<file path="config.mk">
export PLATFORM = sky130hd
export DESIGN_NAME = hv_assoc_search
export DESIGN_NICKNAME = d
export VERILOG_FILES = /design/src/rtl/hv_assoc_search.sv
export SDC_FILE = /design/constraint.sdc
export NUM_CORES = 2
export LEC_CHECK = 0
export BUFFER_PORTS_ARGS = -buffer_cell sky130_fd_sc_hd__buf_2
export CAP_MARGIN = 20
export CORE_AREA = 2 2 408 410
export CTS_BUF_LIST = sky130_fd_sc_hd__clkbuf_16
export DETAILED_ROUTE_END_ITERATION = 7
export DIE_AREA = 0 0 410 412
export SYNTH_ARGS = -nofsm -noshare
export SYNTH_HDL_FRONTEND = slang
export SYNTH_SLANG_ARGS = --single-unit
</file>
<file path="constraint.sdc">
create_clock -name clk_i -period 15.7 [get_ports clk_i]
set_input_delay 0.785 -clock clk_i [delete_from_list [all_inputs] [get_ports clk_i]]
set_output_delay 0.785 -clock clk_i [all_outputs]
set_load 0.05 [all_outputs]
</file>
<file path="src/rtl/hv_assoc_search.sv">
// Sequential associative-memory search: fetches class hypervectors one at a time
// and reports the index and Hamming distance of the class nearest to the query.
module hv_assoc_search #(
  parameter int HVDimension    = 512,
  parameter int NumClass       = 32,
  parameter int ClassAddrWidth = $clog2(NumClass),
  parameter int DistWidth      = $clog2(HVDimension) + 1
) (
  input  logic                      clk_i,
  input  logic                      rst_i,
  input  logic [HVDimension-1:0]    query_i,
  input  logic                      query_valid_i,
  output logic                      query_ready_o,
  input  logic [ClassAddrWidth:0]   num_class_i,
  output logic                      class_req_o,
  output logic [ClassAddrWidth-1:0] class_addr_o,
  input  logic [HVDimension-1:0]    class_rdata_i,
  input  logic                      class_rvalid_i,
  output logic [ClassAddrWidth-1:0] pred_o,
  output logic [DistWidth-1:0]      dist_o,
  output logic                      pred_valid_o,
  input  logic                      pred_ready_i,
  output logic                      busy_o
);

  typedef enum logic [1:0] {IDLE, REQ, WAIT, DONE} state_e;

  localparam logic [ClassAddrWidth:0]   NumClassW = (ClassAddrWidth+1)'(NumClass);
  localparam logic [ClassAddrWidth:0]   CntOne    = (ClassAddrWidth+1)'(1);
  localparam logic [ClassAddrWidth-1:0] IdxOne    = ClassAddrWidth'(1);
  localparam logic [DistWidth-1:0]      DistMax   = '1;

  function automatic logic [DistWidth-1:0] popcount(input logic [HVDimension-1:0] v);
    logic [DistWidth-1:0] cnt;
    cnt = '0;
    for (int i = 0; i < HVDimension; i++) begin
      cnt = cnt + DistWidth'(v[i]);
    end
    return cnt;
  endfunction

  state_e                    state_q, state_d;
  logic [HVDimension-1:0]    query_q, query_d;
  logic [ClassAddrWidth:0]   n_q, n_d;
  logic [ClassAddrWidth-1:0] idx_q, idx_d;
  logic [DistWidth-1:0]      min_q, min_d;
  logic [ClassAddrWidth-1:0] best_q, best_d;
  logic [ClassAddrWidth-1:0] pred_q, pred_d;
  logic [DistWidth-1:0]      dist_q, dist_d;

  logic [DistWidth-1:0]      dist_cur;
  logic [ClassAddrWidth:0]   n_clamp;
  logic                      closer;
  logic                      last;

  assign dist_cur = popcount(query_q ^ class_rdata_i);
  assign n_clamp  = (num_class_i > NumClassW) ? NumClassW : num_class_i;
  assign closer   = (dist_cur < min_q);
  assign last     = (({1'b0, idx_q} + CntOne) == n_q);

  always_comb begin
    state_d     = state_q;
    query_d     = query_q;
    n_d         = n_q;
    idx_d       = idx_q;
    min_d       = min_q;
    best_d      = best_q;
    pred_d      = pred_q;
    dist_d      = dist_q;
    class_req_o = 1'b0;
    case (state_q)
      IDLE: begin
        if (query_valid_i) begin
          query_d = query_i;
          n_d     = n_clamp;
          idx_d   = '0;
          min_d   = DistMax;
          best_d  = '0;
          if (n_clamp == '0) begin
            pred_d  = '0;
            dist_d  = DistMax;
            state_d = DONE;
          end else begin
            state_d = REQ;
          end
        end
      end
      REQ: begin
        class_req_o = 1'b1;
        state_d     = WAIT;
      end
      WAIT: begin
        if (class_rvalid_i) begin
          // Strict compare: on a tie the earlier (lower) index is kept.
          if (closer) begin
            min_d  = dist_cur;
            best_d = idx_q;
          end
          if (last) begin
            pred_d  = closer ? idx_q : best_q;
            dist_d  = closer ? dist_cur : min_q;
            state_d = DONE;
          end else begin
            idx_d   = idx_q + IdxOne;
            state_d = REQ;
          end
        end
      end
      DONE: begin
        if (pred_ready_i) begin
          state_d = IDLE;
        end
      end
      default: state_d = IDLE;
    endcase
  end

  always_ff @(posedge clk_i or posedge rst_i) begin
    if (rst_i) begin
      state_q <= IDLE;
      query_q <= '0;
      n_q     <= '0;
      idx_q   <= '0;
      min_q   <= '0;
      best_q  <= '0;
      pred_q  <= '0;
      dist_q  <= '0;
    end else begin
      state_q <= state_d;
      query_q <= query_d;
      n_q     <= n_d;
      idx_q   <= idx_d;
      min_q   <= min_d;
      best_q  <= best_d;
      pred_q  <= pred_d;
      dist_q  <= dist_d;
    end
  end

  assign query_ready_o = (state_q == IDLE);
  assign busy_o        = (state_q != IDLE);
  assign pred_valid_o  = (state_q == DONE);
  assign class_addr_o  = idx_q;
  assign pred_o        = pred_q;
  assign dist_o        = dist_q;

endmodule

</file>
==> key figures <==
Timing
  – RSZ-0062 raised after global routing: false
  – F_max: 84.0 MHz
  – Final period util: 75.8%
  – Setup TNS: 0 ns
  – Slew HR: 29.8%
  – Layout Skew: 0.0291 ns
  – Minimum clock period: 11.91 ns
  – Pins Over Slew Limit: 0
  – Final setup vio count: 0
  – Slew @ Worst Pin: 1.05 ns
  – Final Hold Vio Count: 0

Floorplanning
  – Core area: 164000 um^2
  – Die H: 412 um
  – # IOs: 1059
  – Chip width: 410 um
  – Site row count: 149
  – Initial Util: 23.6%
  – Die Footprint: 169000 um^2

Hold path
  – Hold WC Path Type: in2async

Setup path
  – Crit path top cell by count: fa_1
  – Slowest stage cell on the critical path: a21oi_2
  – Critical Path Start Type: flop
  – Crit path largest cell delay: 0.57 ns
  – CP Max Fanout: 17
  – Worst endpoint data arrival time: 12.52 ns
  – Crit path required time: 16.31 ns
  – Crit. Startpoint: query_q[423]
  – CP endpoint kind: flop
  – Reg2Reg Launch Point: query_q[423]
  – Critical path class: reg2reg

Route
  – # DRC: 0
  – Via/cell ratio: 4.15
  – WL/cell: 23.4 um
  – DRT iter0 DRCs: 1548
  – Final Routed Wirelength: 171 mm
  – Via count: 30400
  – Antenna viol nets, final: 0
  – DRT Pass-1 Iters: 5

Clocking
  – Clk_lat worst skew: 0.69 ns
  – Clock root buffer: clkbuf_16
  – H-tree depth: 3
  – Longest Clk Path Bufs: 3
  – CTS tree: done
  – Num CTS Buffers: 76
  – # resized after CTS: 0
  – Post-CTS setup buffer count: 0
  – CTS clk-pin slew, worst paths: 0.06 ns
  – Hold_buf cts: 0
  – CTS sink count: 555

Run
  – Max cap viols: 0

Placement
  – Detailed Place HPWL: 146 mm
  – Final GP Congestion: 0.914
  – Port-buffer cells: 1058

GRT
  – Gr ovfl total: 0
  – Largest net degree at the start of global routing: 165
  – Global-route wire length before repair: 239 mm
  – Global-route total usage across every layer: 20.2%
  – GR Layer Usage met2: 36.8%
  – Initial antenna violation count: 171
  – Vias in the first global route: 33000
  – Most used routing layer: met2
  – Global Route met3 Usage: 5.39%
  – M1 GR Usage: 23.0%

Final layout
  – # nets final: 6636
  – Share of layout cells above drive strength 1: 23.9%
  – Area grow syn2layout: 26.8%

Yosys
  – Most common cell in the synthesized netlist: nand2_1
  – Post-synth top flop: dfrtp_1
  – Synth area leaders: dfrtp_1 (36%), fa_1 (26%), nand2_1 (15%)
  – Synth warn: 0
  – Post-Syn Area: 38700 um^2
  – Post-synthesis net count: 5603
  – Synthesized flop and latch total: 555
  – Cell count after synthesis: 3997
  – Synth top area share: 35.9%
  – Synth async-reset ratio: 100%
  – Most frequent cells after synthesis: nand2_1 (1564), dfrtp_1 (555), inv_1 (501)
  – Post-Syn Area per Cell: 9.68 um^2
  – Sequential area share after synthesis: 35.9%
  – Number of synthesized flops with an enable pin: 0
  – Post-synth top area cell: dfrtp_1
  – Post-synthesis cell type count: 50

Outcome
  – Status: finished, final reports clean
-- placed cells by master, fill, tap and decap left out, types with 4 or more instances in the layout --
| master | Yosys | routed |
|---|---|---|
| mux2_2 | 5 | 5 |
| inv_1 | 501 | 517 |
| nand2_1 | 1564 | 1563 |
| ha_1 | 76 | 76 |
| clkinv_1 | 0 | 13 |
| nand3b_1 | 5 | 5 |
| o21ai_0 | 17 | 17 |
| clkinvlp_4 | 0 | 4 |
| buf_4 | 0 | 20 |
| dfrtp_1 | 555 | 555 |
| a22o_1 | 4 | 4 |
| clkbuf_16 | 0 | 77 |
| buf_2 | 8 | 1059 |
| a2bb2oi_1 | 10 | 10 |
| a21o_1 | 5 | 5 |
| fa_1 | 495 | 495 |
| clkinv_2 | 0 | 10 |
| nor2_1 | 14 | 14 |
| bufinv_16 | 0 | 10 |
| xnor2_1 | 240 | 238 |
| mux2_4 | 9 | 9 |
| diode_2 | 0 | 31 |
| a21oi_1 | 21 | 21 |
| xor2_1 | 286 | 286 |
| nand3_1 | 25 | 25 |
-- stage by stage --
| step | hold WS (ns) | std cells | cell area, um^2 | worst slack, ns | utilization (%) |
|---|---|---|---|---|---|
| 5_1_grt | 0.0962 | 7294 | 49000 | 3.20 | 29.8 |
| 6_report | 0.120 | 7310 | 49000 | 3.79 | 29.9 |
| 4_1_cts | 0.0453 | 7278 | 49000 | 3.70 | 29.8 |
| 3_3_place_gp | 0.476 | 7140 | 46400 | 3.29 | 28.3 |
| 2_1_floorplan | 0.459 | 3997 | 38700 | 4.82 | - |
| 3_5_place_dp | 0.476 | 7140 | 46400 | 3.27 | 28.3 |
-- state kept, by name (all words and copies together) (netlist names) --
| name | count |
|---|---|
| state_q | 2 |
| best_q | 5 |
| dist_o | 10 |
| class_addr_o | 5 |
| query_q | 512 |
| n_q | 6 |
| pred_o | 5 |
| min_q | 10 |
-- critical path: cells and delay by family (launching register included) --
| kind | cells | cell delay, ns |
|---|---|---|
| adder cells (fa/ha/maj) | 16 | 7.76 |
| flip-flops | 1 | 0.50 |
| AND/OR/NAND/NOR | 4 | 0.96 |
| XOR/XNOR | 2 | 0.49 |
| buffers and inverters | 9 | 0.58 |
| AO/OA/AOI/OAI | 5 | 1.52 |
-- logic make-up (layout without fill, tap and decap cells) --
group	count (synthesis)	in the layout	synth area share, %
compound gates	77	77	1.35
xor+xnor	526	526	11.9
fa+ha+maj	571	571	28.1
buf+inv	628	1721	6.21
flops	555	555	35.9
mux	17	17	0.572
other cells	0	31	0
simple gates	1623	1623	16.0
-- layout make-up --
type                       count  area, um^2
fill                       17500      115000
clock buffer                  77        1930
inverter                     502        1890
sequential                   555       13900
antenna                       31        77.6
tap                         2189        2740
timing repair buffer        1081        5490
multi-input combinational   2814       22400
clock inverter                61         607
-- routing by layer --
layer | share of wire, % | wire length [um]
met1 | 38 | 65300
met2 | 51 | 88000
met3 | 6.4 | 10900
met4 | 3.7 | 6300
met5 | 0.37 | 631
-- worst paths after layout --
path,end,slack [ns],cells past startpoint
worst max-delay path,best_q[2],3.79,36
worst min register to register,n_q[1],0.49,2
worst max register to register,best_q[2],3.79,36
max in group asynchronous,query_q[8],11.87,6
worst min-delay path,query_q[347],0.12,2
min in group clk_i,query_q[122],0.28,3
Power is not shown: default switching activity piles up to over one toggle a cycle in this logic, so the estimate is an artifact.
